`src/rtl/branch_predictor_bht.sv`:
```
// -----------------------------------------------------------------------------
// branch_predictor_bht
//
// Fetch-stage branch predictor. It decodes the fetched instruction and
// combinationally decides whether fetch must be redirected. In dynamic mode the
// decision for conditional branches comes from a branch history table of 2-bit
// saturating counters. Resolved branches train the table. Two counters record
// how many branches resolved and how many of them were mispredicted.
//
// Parameters
//   SIZE       instruction and PC width (must exceed log2(ENTRIES)+2 and 7)
//   ENTRIES    number of BHT counters, power of two, at least 2
//   MODE       0 = static (every B-type predicted taken), 1 = dynamic (BHT)
//   CNT_WIDTH  width of the statistics counters
//
// Ports
//   clk                rising-edge clock
//   rst_n              asynchronous active-low reset
//   instruction        fetched instruction
//   pc                 PC of the fetched instruction
//   update_valid       a resolved B-type instruction is reported this cycle
//   update_pc          PC of the resolved branch
//   update_taken       actual branch outcome
//   update_mispredict  the prediction for the resolved branch was wrong
//   jump               redirect fetch (JAL, or B-type predicted taken)
//   jalr               fetched instruction is JALR
//   branch_count       number of resolved branches, saturating
//   mispredict_count   number of mispredicted branches, saturating
// -----------------------------------------------------------------------------
module branch_predictor_bht #(
  parameter int SIZE      = 32,
  parameter int ENTRIES   = 64,
  parameter int MODE      = 1,
  parameter int CNT_WIDTH = 16
) (
  input  logic                 clk,
  input  logic                 rst_n,
  input  logic [SIZE-1:0]      instruction,
  input  logic [SIZE-1:0]      pc,
  input  logic                 update_valid,
  input  logic [SIZE-1:0]      update_pc,
  input  logic                 update_taken,
  input  logic                 update_mispredict,
  output logic                 jump,
  output logic                 jalr,
  output logic [CNT_WIDTH-1:0] branch_count,
  output logic [CNT_WIDTH-1:0] mispredict_count
);

  // Word-aligned PCs: bits [1:0] never carry information, so the table index
  // starts at bit 2.
  localparam int IDX_W = $clog2(ENTRIES);

  typedef enum logic [6:0] {
    OP_JAL    = 7'b1101111,
    OP_BRANCH = 7'b1100011,
    OP_JALR   = 7'b1100111
  } opcode_e;

  // 2-bit saturating counter encoding. The MSB is the prediction.
  localparam logic [1:0] CTR_STRONG_NT = 2'b00;
  localparam logic [1:0] CTR_WEAK_T    = 2'b10;
  localparam logic [1:0] CTR_STRONG_T  = 2'b11;

  logic predict_taken;

  // ---------------------------------------------------------------------------
  // Decode and redirect. Purely combinational, so the prediction is available
  // in the same cycle as the fetch, including while reset is held.
  // ---------------------------------------------------------------------------
  always_comb begin
    // NOTE: every output of this block gets a default before the case, so no
    // path through it can leave a value unassigned and infer a latch.
    jump = 1'b0;
    jalr = 1'b0;
    // The case items match exactly, so an X/Z opcode matches none of them and
    // takes the default path, leaving both outputs at 0.
    case (instruction[6:0])
      OP_JAL:    jump = 1'b1;
      OP_BRANCH: jump = predict_taken;
      OP_JALR:   jalr = 1'b1;
      default:   ;
    endcase
  end

  // ---------------------------------------------------------------------------
  // Prediction source
  // ---------------------------------------------------------------------------
  if (MODE == 0) begin : g_static

    // Static predictor: every conditional branch is treated as taken. The
    // table does not exist, so the lookup and training inputs are unused.
    assign predict_taken = 1'b1;

    logic unused_static;
    assign unused_static = ^{pc, update_pc, update_taken};

  end else begin : g_dynamic

    logic [1:0]       bht [ENTRIES];
    logic [IDX_W-1:0] lookup_idx;
    logic [IDX_W-1:0] update_idx;

    assign lookup_idx = pc[IDX_W+1:2];
    assign update_idx = update_pc[IDX_W+1:2];

    // The read is taken straight from the table with no forwarding of a
    // same-cycle update: a lookup racing an update to the same entry sees the
    // value from before that update.
    assign predict_taken = bht[lookup_idx][1];

    // Saturating step of one counter toward the observed outcome.
    function automatic logic [1:0] ctr_next(input logic [1:0] ctr,
                                            input logic       taken);
      logic [1:0] nxt;
      nxt = ctr;
      if (taken) begin
        if (ctr != CTR_STRONG_T) nxt = ctr + 2'd1;
      end else begin
        if (ctr != CTR_STRONG_NT) nxt = ctr - 2'd1;
      end
      return nxt;
    endfunction

    // NOTE: the table has an asynchronous reset of every entry, so it is built
    // from flops rather than a RAM macro; a RAM could not clear all entries at
    // once.
    always_ff @(posedge clk or negedge rst_n) begin
      if (!rst_n) begin
        // Start every entry weakly-taken, matching the static policy until
        // training moves it.
        for (int i = 0; i < ENTRIES; i++) begin
          bht[i] <= CTR_WEAK_T;
        end
      end else if (update_valid) begin
        bht[update_idx] <= ctr_next(bht[update_idx], update_taken);
      end
    end

    // Only the index bits of either PC select an entry.
    logic unused_dynamic;
    assign unused_dynamic = ^{pc[SIZE-1:IDX_W+2], pc[1:0],
                              update_pc[SIZE-1:IDX_W+2], update_pc[1:0]};

  end

  // ---------------------------------------------------------------------------
  // Statistics. These run in both modes and hold at all-ones rather than wrap.
  // ---------------------------------------------------------------------------
  localparam logic [CNT_WIDTH-1:0] CNT_MAX = '1;
  localparam logic [CNT_WIDTH-1:0] CNT_ONE = CNT_WIDTH'(1);

  // NOTE: all clocked state is assigned with non-blocking assignments so that
  // every register samples the values from before the edge.
  always_ff @(posedge clk or negedge rst_n) begin
    if (!rst_n) begin
      branch_count     <= '0;
      mispredict_count <= '0;
    end else if (update_valid) begin
      if (branch_count != CNT_MAX) begin
        branch_count <= branch_count + CNT_ONE;
      end
      if (update_mispredict && (mispredict_count != CNT_MAX)) begin
        mispredict_count <= mispredict_count + CNT_ONE;
      end
    end
  end

  // Only the opcode field takes part in decode.
  logic unused_instruction;
  assign unused_instruction = ^instruction[SIZE-1:7];

endmodule

```
`config.mk`:
```
export PLATFORM = sky130hd
export DESIGN_NAME = branch_predictor_bht
export DESIGN_NICKNAME = d
export VERILOG_FILES = /design/src/rtl/branch_predictor_bht.sv
export SDC_FILE = /design/constraint.sdc
export NUM_CORES = 1
export LEC_CHECK = 0
export BUFFER_PORTS_ARGS = -buffer_cell sky130_fd_sc_hd__clkbuf_2
export CAP_MARGIN = 20
export CORE_UTILIZATION = 45
export CTS_BUF_LIST = sky130_fd_sc_hd__clkbuf_4 sky130_fd_sc_hd__clkbuf_8
export CTS_CLUSTER_DIAMETER = 60
export DETAILED_ROUTE_END_ITERATION = 16
export PLACE_DENSITY_LB_ADDON = 0.2
export SLEW_MARGIN = 20
export SYNTH_ARGS = -nofsm -noshare
export SYNTH_HDL_FRONTEND = slang
export SYNTH_SLANG_ARGS = --single-unit
```
`constraint.sdc`:
```
create_clock -name clk -period 2.3 [get_ports clk]
set_clock_uncertainty 0.15 [all_clocks]
set_input_delay 0.23 -clock clk [delete_from_list [all_inputs] [get_ports clk]]
set_output_delay 0.23 -clock clk [all_outputs]
set_load 0.01 [all_outputs]
```
==> run_results.csv, run 1 <==
group,metric,value,unit
timing,rsz0062_at_grt,"yes",
pwr,ir_drop,0.506,mV
worst_hold_path,min_path_type,"in -> async",
placement,portBuffers,57,
timing,fin_setup_tns,-64.78,ns
worst_setup_path,end_kind,"flop",
layout,final_core_util,61.0,%
pwr,p_total,7.83,mW
drt,drt_iter0_drc,606,
placement,dp.cells,1083,
timing,min_period_over_period,125,%
placement,post_dp_cell_area,9580,µm²
cts,clockBufferDepth,2,
timing,fin_ws,-0.586,ns
pwr,pwr-share-comb,28.7,%
cts,clock_sinks,160,
worst_setup_path,path_class,"reg -> reg",
timing,setup_viol,129,
layout,final_cell_mix,"151 x nand2_1, 99 x buf_4, 96 x dfrtp_1, 64 x dfstp_2, 58 x o21ai_2",
cts,cts_tree,"done",
timing,worst_pin_slew,0.558,ns
die,initial_core_util,45.9,%
yosys,syn_nets,828,
grt,use_met3,6.11,%
layout,area_delta_synth_final,33.0,%
drt,ant_nets,0,
pwr,p_clk_share,24.3,%
die,dieArea,18800,µm²
yosys,ys_seq_elements,160,
pwr,internal_power,5.32,mW
grt,met1_usage,37.4,%
flow_run,cap_viol_max_count,0,
yosys,synth.avg_cell_area,11.3,µm²
die,die_h,137,µm
drt,wl_per_cell,21.8,µm
worst_setup_path,crit_chain,"mux4_2 -> mux2_4 -> a211oi_4 -> nand4_1 -> buf_4 -> maj3_2 -> buf_12 -> buf_12 -> mux2_4",
worst_setup_path,slowest_stage,"mux4_2",
yosys,syn-cell-area,8210,µm²
yosys,yosysSeqAreaShare,49.7,%
pwr,p_per_area,717,nW/µm²
layout,nets,1008,
placement,preCtsSetupSlack,-0.657,ns
worst_setup_path,critPathMaxFanout,6,
yosys,asyncSetResetFlopFracSynth,100,%
grt,grt_usage,28.7,%
yosys,yosysTopAreaCellShare,29.3,%
yosys,synthTopCellsByArea,"dfrtp_1 29%, dfstp_2 20%, mux2_2 9.7%",
cts,cts_buffers,17,
yosys,synth_ff_type,"dfrtp_1",
layout,final_cell_area,10900,µm²
layout,multi_input_area,4240,µm²
die,fp.dieW,137,µm
timing,hold_ws,0.105,ns
layout,diodes,0,
pwr,switching_share,32.0,%
drt,vias,6773,
worst_setup_path,rrSetupSlack,-0.59,ns
layout,seqCellArea,4080,µm²
grt,antenna_found_initial,0,
timing,finalMaxSlewViolations,0,
drt,drt_first_pass_iters,5,
yosys,ys_types,55,
grt,grt_pass1_wl,39.3,mm
worst_setup_path,critPathLaunchType,"flop",
die,core.rowCount,49,
yosys,synth-edff-count,0,
yosys,syn_inst,725,
layout,final.fill_count,1380,
cts,clkLatencyLatePin,0.47,ns
drt,avgViaCountPerCell,5.90,
die,io_pins,135,
timing,hold_viol,0,
pwr,p_switching,2.51,mW
cts,clkTransAtPathRegs,0.08,ns
yosys,yosys.area.top_type,"dfrtp_1",
timing,fmaxAchievable,347,MHz
timing,layout_min_cycle_time,2.89,ns
pwr,p_leak,4.88,nW
grt,grt_max_degree,53,
layout,drive_gt1_share,51.6,%
pwr,seq_power_share,47.0,%
layout,final_common_cell,"nand2_1",
timing,relSlewSlack,62.7,%
cts,cts.htree.levels,4,
yosys,synth_warnings,0,
cts,root_buffer,"clkbuf_8",
worst_setup_path,cp.required,2.54,ns
grt,met2_usage,45.3,%
die,core,17900,µm²
worst_setup_path,crit_arrival,3.13,ns
run_status,violations,"negative setup slack",
drt,drc,0,
grt,grt.overflow.total,0,
grt,top_usage_layer,"met2",
placement,place.gp.congestion,0.884,
grt,grt_pass1_vias,7000,
placement,hpwl,16.1,mm
worst_setup_path,max_stage_delay,0.47,ns
drt,routed_wl,25.0,mm
run_status,outcome,"complete, but fails checks",
layout,final_cells,1147,
==> cells in the mapped netlist (all sizes together) (3+ instances only) <==
| library cell | number |
|---|---|
| a211oi | 3 |
| a21oi | 4 |
| a221o | 3 |
| a221oi | 6 |
| a22o | 7 |
| a22oi | 11 |
| and2 | 6 |
| and3 | 9 |
| buf | 25 |
| clkbuf | 16 |
| dfrtp | 96 |
| dfstp | 64 |
| inv | 7 |
| mux2 | 72 |
| mux2i | 16 |
| mux4 | 32 |
| nand2 | 151 |
| nand2b | 5 |
| nand3 | 15 |
| nand4 | 16 |
| nand4b | 3 |
| nor2 | 19 |
| nor2b | 4 |
| nor3 | 5 |
| nor3b | 3 |
| o21ai | 67 |
| o221ai | 3 |
| o22ai | 4 |
| xnor2 | 22 |
| xor2 | 8 |
==> path summary, 6_finish.rpt <==
kind,start,endpoint,cells after the start
max reg2reg,g_dynamic.bht[34]$_DFFE_PN0P_,g_dynamic.bht[99]$_DFFE_PN1P_,9
min in group clk,update_mispredict,mispredict_count[0]$_DFFE_PN0P_,5
min,rst_n,g_dynamic.bht[6]$_DFFE_PN0P_,2
max,g_dynamic.bht[34]$_DFFE_PN0P_,g_dynamic.bht[99]$_DFFE_PN1P_,9
min reg2reg,g_dynamic.bht[64]$_DFFE_PN0P_,g_dynamic.bht[64]$_DFFE_PN0P_,2
max in group asynchronous,rst_n,g_dynamic.bht[67]$_DFFE_PN1P_,3
==> layer usage <==
| metal | share of wire [%] | routed length (µm) |
|---|---|---|
| met1 | 41 | 10300 |
| met2 | 48 | 12100 |
| met3 | 6.6 | 1660 |
| met4 | 4.0 | 1000 |
| met5 | 0 | 0 |
==> layout make-up <==
class / instances / area share [%]
Clock buffer: 19 / 2.39
Clock inverter: 13 / 0.802
Inverter: 7 / 0.241
Multi-Input combinational cell: 518 / 38.8
Sequential cell: 160 / 37.4
Tap cell: 229 / 2.62
Timing Repair Buffer: 201 / 17.7
==> what timing repair did <==
item                                   4_1_cts  5_1_grt
hold buffers                                 1        0
setup endpoints to repair                  129      130
resized for setup                           85       38
buffers inserted                            13        9
pin swaps                                   12       13
endpoints found under the hold margin      109        0
gates cloned                                17        2
==> sequential cells by signal (all words and copies together), names as in the netlist <==
| name | count |
|---|---|
| branch_count | 16 |
| g_dynamic.bht | 128 |
| mispredict_count | 16 |
==> worst max-delay path: cells and delay by family, from the launching register on <==
kind	cells	cell delay, ns
mux	3	1.05
buf+inv	3	0.48
flops	1	0.39
fa+ha+maj	1	0.35
compound gates	1	0.22
simple gates	1	0.19
==> cell families (layout without fill, tap and decap cells) <==
family,count (synthesis),count (layout),share of synthesized area [%]
compound gates,117,117,8.90
xor+xnor,30,30,3.20
fa+ha+maj,4,5,0.610
buf+inv,48,240,3.23
flops,160,160,49.7
mux,120,120,20.7
simple gates,246,246,13.7
==> power by group through the flow <==
stage                     clock network (mW)  registers, mW  logic [mW]
after floorplan                            0           3.66       0.943
after global placement                     0           3.68        1.56
after detailed placement                   0           3.71        1.61
after CTS                               1.94           3.67        2.19
after global routing                    2.06           3.74        2.39
final                                   1.90           3.68        2.25
Power figures use the tool's default switching activity.
==> inputs of run 2 (changes only) <==
==> constraint.sdc (replaced) <==
create_clock -name clk -period 2.7 [get_ports clk]
set_clock_uncertainty 0.15 [all_clocks]
set_input_delay 0.27 -clock clk [delete_from_list [all_inputs] [get_ports clk]]
set_output_delay 0.27 -clock clk [all_outputs]
set_load 0.01 [all_outputs]
==> run 2 against run 1 <==
Compared with the run above:
- the run still ends with negative setup slack left
- combinational power down 38%
- clock power down 9%
- critical endpoint is now jump
- wire length down 10%
- register-to-register slack better by 0.50 ns
- non-clock buffer count down 65
- via count down 6.8%
==> run_results.csv, run 2 (same netlist as run 1, synthesis figures left out) <==
group,metric,value,unit
timing,fin_setup_tns,-4.16,ns
die,io_pins,135,
drt,drc,0,
die,die_h,137,µm
layout,final_common_cell,"nand2_1",
worst_hold_path,min_path_type,"in -> async",
grt,grt_usage,24.4,%
timing,relSlewSlack,56.6,%
cts,clkLatencyLatePin,0.48,ns
timing,fin_ws,-0.137,ns
cts,root_buffer,"clkbuf_8",
layout,area_delta_synth_final,19.6,%
cts,cts_tree,"done",
cts,cts_buffers,17,
grt,grt_pass1_wl,33.8,mm
timing,finalMaxSlewViolations,0,
pwr,p_total,6.26,mW
grt,top_usage_layer,"met2",
drt,ant_nets,0,
drt,drt_first_pass_iters,5,
pwr,ir_drop,0.411,mV
grt,antenna_found_initial,0,
cts,clock_sinks,160,
drt,wl_per_cell,20.8,µm
timing,hold_viol,0,
cts,cts.htree.levels,4,
grt,grt.overflow.total,0,
worst_setup_path,slowest_stage,"mux4_2",
timing,layout_min_cycle_time,2.84,ns
placement,portBuffers,57,
cts,clkTransAtPathRegs,0.09,ns
run_status,violations,"negative setup slack",
grt,use_met3,5.48,%
layout,nets,943,
die,core,17900,µm²
placement,place.gp.congestion,0.881,
worst_setup_path,crit_arrival,2.42,ns
grt,met2_usage,38.7,%
flow_run,cap_viol_max_count,0,
layout,top_regs,"g_dynamic.bht (128), branch_count (16), mispredict_count (16)",
grt,grt_pass1_vias,6250,
grt,met1_usage,32.5,%
timing,setup_viol,67,
layout,diodes,0,
timing,worst_pin_slew,0.648,ns
die,dieArea,18800,µm²
worst_setup_path,end_kind,"primary output",
die,initial_core_util,45.9,%
layout,drive_gt1_share,40.9,%
grt,grt_max_degree,62,
worst_setup_path,crit_chain,"mux4_2 -> mux4_2 -> mux2i_1 -> nor4b_1 -> a21oi_1 -> a21oi_1 -> clkbuf_2",
worst_setup_path,critPathLaunchType,"flop",
pwr,p_per_area,638,nW/µm²
layout,final_cell_mix,"151 x nand2_1, 96 x dfrtp_1, 68 x mux2_2, 64 x dfstp_2, 60 x buf_4",
worst_setup_path,path_class,"reg -> out",
drt,vias,6312,
run_status,outcome,"complete, but fails checks",
worst_setup_path,cp.required,2.28,ns
worst_setup_path,critPathMaxFanout,3,
placement,preCtsSetupSlack,-0.343,ns
placement,hpwl,15.3,mm
layout,largest_register,"g_dynamic.bht",
drt,avgViaCountPerCell,5.83,
layout,final.fill_count,1563,
layout,largest_reg_flops,128,
timing,rsz0062_at_grt,"yes",
timing,min_period_over_period,105,%
cts,clockBufferDepth,2,
worst_setup_path,max_stage_delay,0.52,ns
timing,fmaxAchievable,353,MHz
pwr,p_leak,4.28,nW
die,fp.dieW,137,µm
drt,drt_iter0_drc,479,
die,core.rowCount,49,
drt,routed_wl,22.5,mm
run 2: cell types whose count changed in the layout (fill, tap and decap cells not counted), sizes merged:
cell and change:
buf -71, inv +3, bufinv +1, clkinv -3
clkbuf +5
run 2: through the flow:
| stage | instances | hold slack [ns] | cell area [µm²] | util (%) |
|---|---|---|---|---|
| 2_1_floorplan | 725 | -0.176 | 8210 | - |
| 3_3_place_gp | 1038 | 0.103 | 9170 | 51.2 |
| 3_5_place_dp | 1038 | 0.104 | 9170 | 51.2 |
| 4_1_cts | 1071 | 0.140 | 9570 | 53.5 |
| 5_1_grt | 1082 | 0.171 | 9820 | 54.8 |
| 6_report | 1082 | 0.147 | 9820 | 54.8 |
run 2: critical path: cells and delay by family, from the launching register on:
family	cells	cell delay, ns
buf+inv	1	0.12
simple gates	1	0.07
compound gates	2	0.21
flops	1	0.39
mux	3	1.15
run 2: final timing paths:
kind,startpoint,to,slack [ns],cells past startpoint
min in group clk,update_mispredict,mispredict_count[0]$_DFFE_PN0P_,0.16,5
min reg2reg,g_dynamic.bht[88]$_DFFE_PN0P_,g_dynamic.bht[88]$_DFFE_PN0P_,0.34,2
max reg2reg,g_dynamic.bht[32]$_DFFE_PN0P_,g_dynamic.bht[69]$_DFFE_PN1P_,-0.09,7
max,g_dynamic.bht[65]$_DFFE_PN1P_,jump,-0.14,7
min,rst_n,g_dynamic.bht[114]$_DFFE_PN0P_,0.15,2
max in group asynchronous,rst_n,g_dynamic.bht[105]$_DFFE_PN1P_,1.49,3
run 2: timing repair:
| item | in CTS | in global routing |
|---|---|---|
| resized for setup | 2 | 63 |
| hold buffers | 1 | 0 |
| setup endpoints to repair | 63 | 79 |
| pin swaps | 2 | 5 |
| hold endpoints to repair | 50 | 0 |
| buffers inserted | 0 | 1 |
| cloned | 0 | 10 |
run 2: cell type report:
| type | instances | area [µm²] | area share (%) |
|---|---|---|---|
| clock inverters | 14 | 131 | 1.34 |
| multi-input cells | 518 | 3910 | 39.8 |
| inverters | 7 | 26.3 | 0.268 |
| well taps | 229 | 287 | 2.92 |
| clock buffers | 18 | 248 | 2.52 |
| flip-flops and latches | 160 | 4080 | 41.6 |
| repair buffers | 136 | 1130 | 11.5 |
run 2: layer usage:
metal  share of wire, %  vias up
li1                   -     2863
met1                 44     3142
met2                 48      260
met3                6.1       47
met4                2.4        0
met5                  0        -
run 2: report_power, final:
group	internal [mW]	switching (mW)	total [mW]
logic	0.696	0.699	1.40
registers	2.82	0.312	3.14
clock network	0.768	0.960	1.73
==> inputs of run 3 (changes only) <==
--- a/config.mk
+++ b/config.mk
@@ -6,12 +6,12 @@
 export NUM_CORES = 1
 export LEC_CHECK = 0
 export BUFFER_PORTS_ARGS = -buffer_cell sky130_fd_sc_hd__clkbuf_2
-export CAP_MARGIN = 20
+export CAP_MARGIN = 25
 export CORE_UTILIZATION = 45
 export CTS_BUF_LIST = sky130_fd_sc_hd__clkbuf_4 sky130_fd_sc_hd__clkbuf_8
 export CTS_CLUSTER_DIAMETER = 60
 export DETAILED_ROUTE_END_ITERATION = 16
-export PLACE_DENSITY_LB_ADDON = 0.2
+export PLACE_DENSITY_LB_ADDON = 0.08
 export SLEW_MARGIN = 20
 export SYNTH_ARGS = -nofsm -noshare
 export SYNTH_HDL_FRONTEND = slang
==> run 3 against run 2 <==
Compared with the run above:
- the flow still finishes with violations (negative setup slack)
- die area did not move
- flip-flop and latch count is the same
- first-iteration DRC count up 17%
- largest power group unchanged
- highest routed layer unchanged
==> run_results.csv, run 3 (same netlist as run 1, synthesis figures left out) <==
group,metric,value,unit
drt,drt_first_pass_iters,7,
timing,layout_min_cycle_time,2.87,ns
layout,largest_register,"g_dynamic.bht",
timing,hold_viol,0,
cts,clkTransAtPathRegs,0.09,ns
layout,seqCellArea,4080,µm²
layout,final_common_cell,"nand2_1",
placement,post_dp_cell_area,9160,µm²
die,core,17900,µm²
drt,wl_per_cell,22.7,µm
cts,cts_tree,"done",
drt,avgViaCountPerCell,5.98,
die,initial_core_util,45.9,%
worst_setup_path,crit_arrival,3.11,ns
drt,vias,6531,
die,core.rowCount,49,
cts,clock_sinks,160,
timing,fin_ws,-0.166,ns
layout,largest_reg_flops,128,
cts,cts_buffers,17,
worst_hold_path,min_path_type,"in -> reg",
timing,setup_viol,93,
worst_setup_path,critPathLaunchType,"flop",
layout,final.fill_count,1544,
worst_setup_path,cp.required,2.94,ns
grt,grt_pass1_vias,6256,
cts,clockBufferDepth,2,
layout,top_regs,"g_dynamic.bht (128), branch_count (16), mispredict_count (16)",
layout,multi_input_area,4080,µm²
timing,relSlewSlack,36.7,%
timing,rsz0062_at_grt,"yes",
die,die_h,137,µm
grt,grt_pass1_wl,35.2,mm
die,io_pins,135,
layout,diodes,0,
flow_run,cap_viol_max_count,0,
worst_setup_path,path_class,"reg -> reg",
drt,routed_wl,24.8,mm
cts,clkLatencyLatePin,0.47,ns
layout,nets,955,
timing,worst_pin_slew,0.946,ns
cts,root_buffer,"clkbuf_8",
die,dieArea,18800,µm²
pwr,ir_drop,0.422,mV
grt,grt_usage,25.6,%
pwr,p_leak,4.45,nW
layout,drive_gt1_share,46.2,%
layout,final_cell_mix,"151 x nand2_1, 96 x dfrtp_1, 67 x mux2_2, 64 x dfstp_2, 61 x buf_4",
timing,finalMaxSlewViolations,0,
placement,hpwl,15.9,mm
placement,portBuffers,57,
run_status,outcome,"complete, but fails checks",
grt,grt_max_degree,64,
placement,place.gp.congestion,0.835,
pwr,p_per_area,646,nW/µm²
drt,drc,0,
timing,min_period_over_period,106,%
worst_setup_path,worst_r2r_path_depth,8,
worst_setup_path,crit_chain,"mux4_2 -> mux2_2 -> a211oi_2 -> nand4_1 -> buf_4 -> maj3_4 -> clkbuf_16 -> mux2_2",
worst_setup_path,max_stage_delay,0.48,ns
run_status,violations,"negative setup slack",
worst_setup_path,slowest_stage,"mux4_2",
timing,fmaxAchievable,349,MHz
grt,antenna_found_initial,0,
worst_setup_path,path_common_cell,"mux2_2",
pwr,p_total,6.57,mW
drt,drt_iter0_drc,562,
layout,area_delta_synth_final,23.9,%
worst_hold_path,min_path_cells,5,
grt,grt.overflow.total,0,
die,fp.dieW,137,µm
worst_setup_path,critPathMaxFanout,7,
worst_setup_path,end_kind,"flop",
layout,final_cell_area,10200,µm²
cts,cts.htree.levels,4,
drt,ant_nets,0,
run 3: cell count changes in the layout (fill, tap and decap cells not counted), moves of 3 or more:
cell	delta
buf_6	+6
o21ai_2	+39
maj3_4	+3
o21ai_1	-38
clkinv_2	-3
run 3: what timing repair did:
item                                   4_1_cts  5_1_grt
gates cloned                                 0       19
pin swaps                                    0       52
setup endpoints to repair                    1      122
endpoints found under the hold margin       51        0
buffers inserted                             2        5
hold buffers                                 1        0
resized for setup                            0      115
run 3: final timing paths:
kind                       slack [ns]                           start                                to
min in group asynchronous        0.18                           rst_n      g_dynamic.bht[8]$_DFFE_PN0P_
hold reg to reg                  0.34  g_dynamic.bht[106]$_DFFE_PN0P_    g_dynamic.bht[106]$_DFFE_PN0P_
setup / recovery                -0.17   g_dynamic.bht[32]$_DFFE_PN0P_     g_dynamic.bht[25]$_DFFE_PN1P_
hold / removal                   0.04               update_mispredict  mispredict_count[12]$_DFFE_PN0P_
setup reg to reg                -0.17   g_dynamic.bht[32]$_DFFE_PN0P_     g_dynamic.bht[25]$_DFFE_PN1P_
max in group asynchronous        1.35                           rst_n     g_dynamic.bht[97]$_DFFE_PN1P_
run 3: metal layers:
metal / GRT usage [%] / routed length (µm)
met1: 34.2 / 10400
met5: 0 / 0
met3: 5.52 / 1510
met2: 40.7 / 11900
met4: 10.0 / 958
run 3: power breakdown:
group	switching [mW]	internal [mW]
Clock	1.00	0.852
Combinational	0.791	0.786
Sequential	0.315	2.83
Total	2.11	4.46
run 3: layout make-up:
type,count,share of cell area (%)
multi-input cells,519,40.1
well taps,229,2.82
flip-flops and latches,160,40.2
clock buffers,17,2.30
inverters,7,0.258
repair buffers,147,12.7
clock inverters,14,1.66
run 3: metrics by stage:
stage                     hold slack (ns)  TNS [ns]  std cells  worst slack [ns]  utilization, %
final                              0.0412     -8.50       1093            -0.166            56.8
after global routing               0.0561    -14.13       1093            -0.260            56.8
after CTS                          0.0289    -0.184       1069            -0.184            53.6
after detailed placement            0.127    -34.66       1035            -0.331            51.2
after global placement              0.117    -31.18       1035            -0.302            51.2
after floorplan                    -0.176         0        725             0.107               -
run 3: critical path: cells and delay by family (launching register included):
kind	cells	cell delay (ns)
AO/OA/AOI/OAI	1	0.20
adder cells (fa/ha/maj)	1	0.44
buffers and inverters	2	0.39
flip-flops	1	0.39
multiplexers	3	1.05
AND/OR/NAND/NOR	1	0.18
